### config.mk
export PLATFORM = sky130hd
export DESIGN_NAME = ps2_device_tx
export DESIGN_NICKNAME = d
export VERILOG_FILES = /design/src/rtl/ps2_device_tx.sv
export SDC_FILE = /design/constraint.sdc
export NUM_CORES = 1
export LEC_CHECK = 0
export ABC_CLOCK_PERIOD_IN_PS = 2550
export BUFFER_PORTS_ARGS = -buffer_cell sky130_fd_sc_hd__buf_4
export CAP_MARGIN = 5
export CORE_MARGIN = 3
export CORE_UTILIZATION = 55
export DETAILED_ROUTE_END_ITERATION = 8
export GPL_TIMING_DRIVEN = 0
export PLACE_DENSITY = 0.74
export SLEW_MARGIN = 20
export SYNTH_ARGS = -nofsm -noshare
export SYNTH_HDL_FRONTEND = slang
export SYNTH_SLANG_ARGS = --single-unit
### constraint.sdc
create_clock -name clk -period 2.55 [get_ports clk]
set_input_delay 0.3825 -clock clk [delete_from_list [all_inputs] [get_ports clk]]
set_output_delay 0.3825 -clock clk [all_outputs]
set_load 0.1 [all_outputs]
### src/rtl/ps2_device_tx.sv
// Device-side PS/2 transmitter: generates the PS/2 clock, shifts out one
// 11-bit frame (start, 8 data LSB-first, odd parity, stop) open-drain, and
// backs off on host inhibit / reports host request-to-send while idle.
module ps2_device_tx #(
  parameter int HALF_PERIOD = 2500,
  parameter int IDLE_CYCLES = 2500
) (
  input  logic       clk,
  input  logic       reset_n,
  input  logic [7:0] tx_data,
  input  logic       tx_valid,
  output logic       tx_ready,
  output logic       tx_done,
  output logic       tx_aborted,
  output logic       busy,
  output logic       host_rts,
  input  logic       ps2_clk_in,
  input  logic       ps2_dat_in,
  output logic       ps2_clk_oe,
  output logic       ps2_dat_oe
);

  localparam int MAXP = (HALF_PERIOD > IDLE_CYCLES) ? HALF_PERIOD : IDLE_CYCLES;
  localparam int CW   = $clog2(MAXP) + 1;

  localparam logic [CW-1:0] LOW_LAST  = CW'(HALF_PERIOD - 1);
  localparam logic [CW-1:0] QTR_LAST  = CW'(HALF_PERIOD / 2 - 1);
  localparam logic [CW-1:0] IDLE_MAX  = CW'(IDLE_CYCLES);
  // Phase count below which a low clock is still our own release settling.
  localparam logic [CW-1:0] GUARD     = CW'(4);

  typedef enum logic [1:0] {S_IDLE, S_SETUP, S_LOW, S_HIGH} state_t;

  state_t          state, state_nxt;
  logic            clk_meta, clk_s, dat_meta, dat_s;
  logic [CW-1:0]   phase, idle_cnt;
  logic [3:0]      bit_idx;
  logic [7:0]      data_q;
  logic            parity_q;
  logic            done_q, abort_q;

  logic            ready, accept, inhibit, frame_end;
  logic [10:0]     frame;

  assign ready  = (state == S_IDLE) && (idle_cnt == IDLE_MAX);
  assign accept = ready && tx_valid;
  assign frame  = {1'b1, parity_q, data_q, 1'b0};

  // State register plus synchronisers, phase/idle counters and byte latch
  always_ff @(posedge clk) begin
    if (!reset_n) begin
      state    <= S_IDLE;
      clk_meta <= 1'b0;
      clk_s    <= 1'b0;
      dat_meta <= 1'b0;
      dat_s    <= 1'b0;
      phase    <= '0;
      idle_cnt <= '0;
      bit_idx  <= '0;
      data_q   <= '0;
      parity_q <= 1'b0;
      done_q   <= 1'b0;
      abort_q  <= 1'b0;
    end else begin
      clk_meta <= ps2_clk_in;
      clk_s    <= clk_meta;
      dat_meta <= ps2_dat_in;
      dat_s    <= dat_meta;
      state    <= state_nxt;

      if (state == S_IDLE || state_nxt != state) phase <= '0;
      else                                       phase <= phase + 1'b1;

      // Idle qualification only counts in IDLE; any frame activity clears it.
      if (state != S_IDLE || accept)   idle_cnt <= '0;
      else if (clk_s && dat_s) begin
        if (idle_cnt != IDLE_MAX)      idle_cnt <= idle_cnt + 1'b1;
      end else                         idle_cnt <= '0;

      if (accept) begin
        data_q   <= tx_data;
        parity_q <= ~^tx_data;
        bit_idx  <= '0;
      end else if (state == S_HIGH && state_nxt == S_SETUP) begin
        bit_idx  <= bit_idx + 1'b1;
      end

      done_q  <= frame_end;
      abort_q <= inhibit;
    end
  end

  // Next-state: slot sequencing, inhibit takes priority over slot end
  always_comb begin
    state_nxt = state;
    inhibit   = 1'b0;
    frame_end = 1'b0;
    case (state)
      S_IDLE:  if (accept) state_nxt = S_SETUP;
      S_SETUP: begin
        if (phase >= GUARD && !clk_s) begin
          inhibit   = 1'b1;
          state_nxt = S_IDLE;
        end else if (phase == QTR_LAST) begin
          state_nxt = S_LOW;
        end
      end
      S_LOW:   if (phase == LOW_LAST) state_nxt = S_HIGH;
      S_HIGH: begin
        if (phase >= GUARD && !clk_s) begin
          inhibit   = 1'b1;
          state_nxt = S_IDLE;
        end else if (phase == QTR_LAST) begin
          if (bit_idx == 4'd10) begin
            frame_end = 1'b1;
            state_nxt = S_IDLE;
          end else begin
            state_nxt = S_SETUP;
          end
        end
      end
      default: state_nxt = S_IDLE;
    endcase
  end

  // Outputs: line drivers follow state, pulses come from registered events
  always_comb begin
    busy       = (state != S_IDLE);
    tx_ready   = ready;
    tx_done    = done_q;
    tx_aborted = abort_q;
    host_rts   = (state == S_IDLE) && clk_s && !dat_s;
    ps2_clk_oe = (state == S_LOW);
    ps2_dat_oe = (state != S_IDLE) && !frame[bit_idx];
  end

endmodule

==> results.toml <==
[run_status]
outcome = "finished clean"

[setup_path]
crit_required_ns = 2.17
regToRegSetupSlack_ns = 0.47
end_kind = "output port"
r2r_start = "idle_cnt[0]$_SDFFE_PP0P_"
crit_fanout = 7
r2r_cells = 9
startpoint = "bit_idx[0]$_SDFFE_PP0P_"
r2r_end = "state[0]$_SDFF_PN0_"
startpoint_type = "register"
critPathMaxStageDelay_ns = 0.51
critPathCapture = "ps2_dat_oe"
cp_num_buf_inv = 1
path_class = "register to output port"
crit_arrival_ns = 1.96
path_cells = "mux4_2, nor2b_1, nor3_1, a311oi_2, buf_6"
worst-path-stages = 5
critPathTopFamily = "multiplexers"
cp_slowest_cell = "mux4_2"

[cts]
cts_buffers = 5
clock_sinks = 47
cts_max_level = 2
cts_hold_buf = 0
clk_path_buf_depth = 2
post-cts-setup-buffer-count = 0
cts_tree = "yes"
root_buffer = "clkbuf_8"
clk_latency_ns = 0.30
clk_pin_slew_ns = 0.08

[final_layout]
final_cells = 326
antenna_cells = 0
design_area_sq_mm = 0.00259
layout-drive-gt1-share_pct = 14.7
nets = 298
area_growth_pct = 12.9

[sta]
finalSetupViolCount = 0
finClkSkew_ns = 0.00584
fmax_mhz = 427
tns_ns = 0
slew_headroom_pct = 69.2
drv_slew = 0
setup_ws_ns = 0.206
hold_violations = 0
max_slew.worst_pin.slew_ns = 0.460
grt_setup_unrepaired = "no"
whs_ns = 0.292
final.period_utilization_pct = 91.9
post-route-min-period_ns = 2.34

[routing]
ant_nets = 0
wl_per_cell_um = 12.7
drc = 0
drt-pass1-iter-count = 4
dr_total_vias = 1761
drtIter0Drc = 97
wl_um = 4130
drt-vias-per-instance = 5.40

[synth]
ys_types = 39
synth_edf_count = 0
synth_top_area_share_pct = 41.0
ys_seq_area_share_pct = 41.0
ys_async_sr_fraction_pct = 0
syn-mean-instance-area_sq_um = 9.02
ys.flop_type = "dfxtp_1"
synth_area_sq_mm = 0.00229
ys.warnings.count = 0
synth_cells = 254
synth_seq_cells = 47
synth_top_cells_by_count = "47 x dfxtp_1, 40 x nor2_1, 23 x nand3_1, 15 x nand2_1, 15 x xnor2_1"
synth_area_leaders = "dfxtp_1 41%, nor2_1 6.6%, mux2i_1 6.1%"
synth_fp_nets = 274
synth_top_area_cell = "dfxtp_1"
yosysMostFrequentCell = "dfxtp_1"

[global_routing]
antenna_found_initial = 0
grt_start_max_net_pins = 14
track_usage_pct = 17.8
first_global_vias = 1677
overflow = 0
grt_pass1_wl_um = 7320

[power_and_ir_drop]
peakVddDrop_mv = 0.386
leakagePower_nw = 0.991
power_density_mw_per_mm2 = 480

[die]
die_height_um = 70.6
io-pin-count = 20
dieArea_sq_mm = 0.00498
row_count = 22
core_sq_mm = 0.00383
start_util_pct = 59.9
die_x_um = 70.6

[place]
place_area_sq_mm = 0.00250
io_buffers = 18
globalplace.congestion = 0.771
pre_cts_ws_ns = 0.381
hpwl_um = 3080
dp_cells = 320

[min_path]
hp-start = "ps2_clk_in"
holdCritPathClass = "primary input to register"

[job]
cap_violations = 0
## stage by stage
stage          utilization [%]  total power [mW]
3_3_place_gp              65.3             0.812
5_1_grt                   67.6              1.30
2_1_floorplan                -             0.789
4_1_cts                   67.6              1.26
6_report                  67.6              1.24
3_5_place_dp              65.3             0.812
## where the power goes
| part | internal (mW) | switching (mW) |
|---|---|---|
| registers | 0.736 | 0.00168 |
| clock network | 0.213 | 0.234 |
| logic | 0.0301 | 0.0267 |
| total | 0.979 | 0.263 |
## layout by cell type (no fill, tap or decap), types with 2 or more instances in the layout
| cell | count |
|---|---|
| nor2b_1 | 11 |
| buf_6 | 2 |
| and3_1 | 7 |
| a21oi_1 | 2 |
| nand2b_1 | 2 |
| nor3_1 | 5 |
| nand3b_1 | 3 |
| and2_1 | 5 |
| nand3_1 | 23 |
| nor2_1 | 39 |
| clkbuf_8 | 6 |
| xor2_1 | 14 |
| clkbuf_1 | 3 |
| buf_2 | 3 |
| dfxtp_1 | 46 |
| nand2_1 | 15 |
| ha_1 | 7 |
| buf_4 | 17 |
| a211oi_1 | 2 |
| and4_1 | 4 |
| mux2i_1 | 14 |
| xnor2_1 | 15 |
| inv_1 | 10 |
## kinds of logic after synthesis
group,after synthesis,share of synthesized area [%]
simple gates,123,27.8
flops,47,41.0
xor+xnor,29,11.1
buf+inv,18,3.44
compound gates,15,5.68
mux,15,7.10
fa+ha+maj,7,3.82
## state kept, by name (all words and copies together) (netlist names)
name        cells
bit_idx         4
clk_meta        1
clk_s           1
dat_meta        1
dat_s           1
data_q          8
idle_cnt       13
parity_q        1
phase          13
state           2
tx_aborted      1
tx_done         1
## per-layer routing
metal	part of all wire, %	track usage, %	up-vias
met5	0	0	-
met4	0.41	3.55	0
met3	4.6	5.11	4
met2	45	27.3	29
met1	49	25.1	822
li1	-	-	906
## how the worst min path moves through the flow
stage	endpoint	cells past startpoint
after floorplan	clk_s$_SDFF_PN0_	1
after global placement	dat_s$_SDFF_PN0_	1
after detailed placement	dat_s$_SDFF_PN0_	1
after CTS	clk_meta$_SDFF_PN0_	2
after global routing	dat_meta$_SDFF_PN0_	2
final	clk_meta$_SDFF_PN0_	2
## layout make-up
cell class,instances,area (sq um)
clock buffers,6,82.6
well taps,48,60.1
multi-input cells,189,1280
inverters,10,37.5
clock inverters,1,5.00
plain buffers,7,37.5
repair buffers,18,139
flip-flops and latches,47,942
fillers,342,1240
## timing repair
item                                    4_1_cts  5_1_grt
endpoints found under the hold margin         0        0
gates resized for setup                       0        2
endpoints found under the setup margin        0        1
Power figures use the tool's default switching activity.
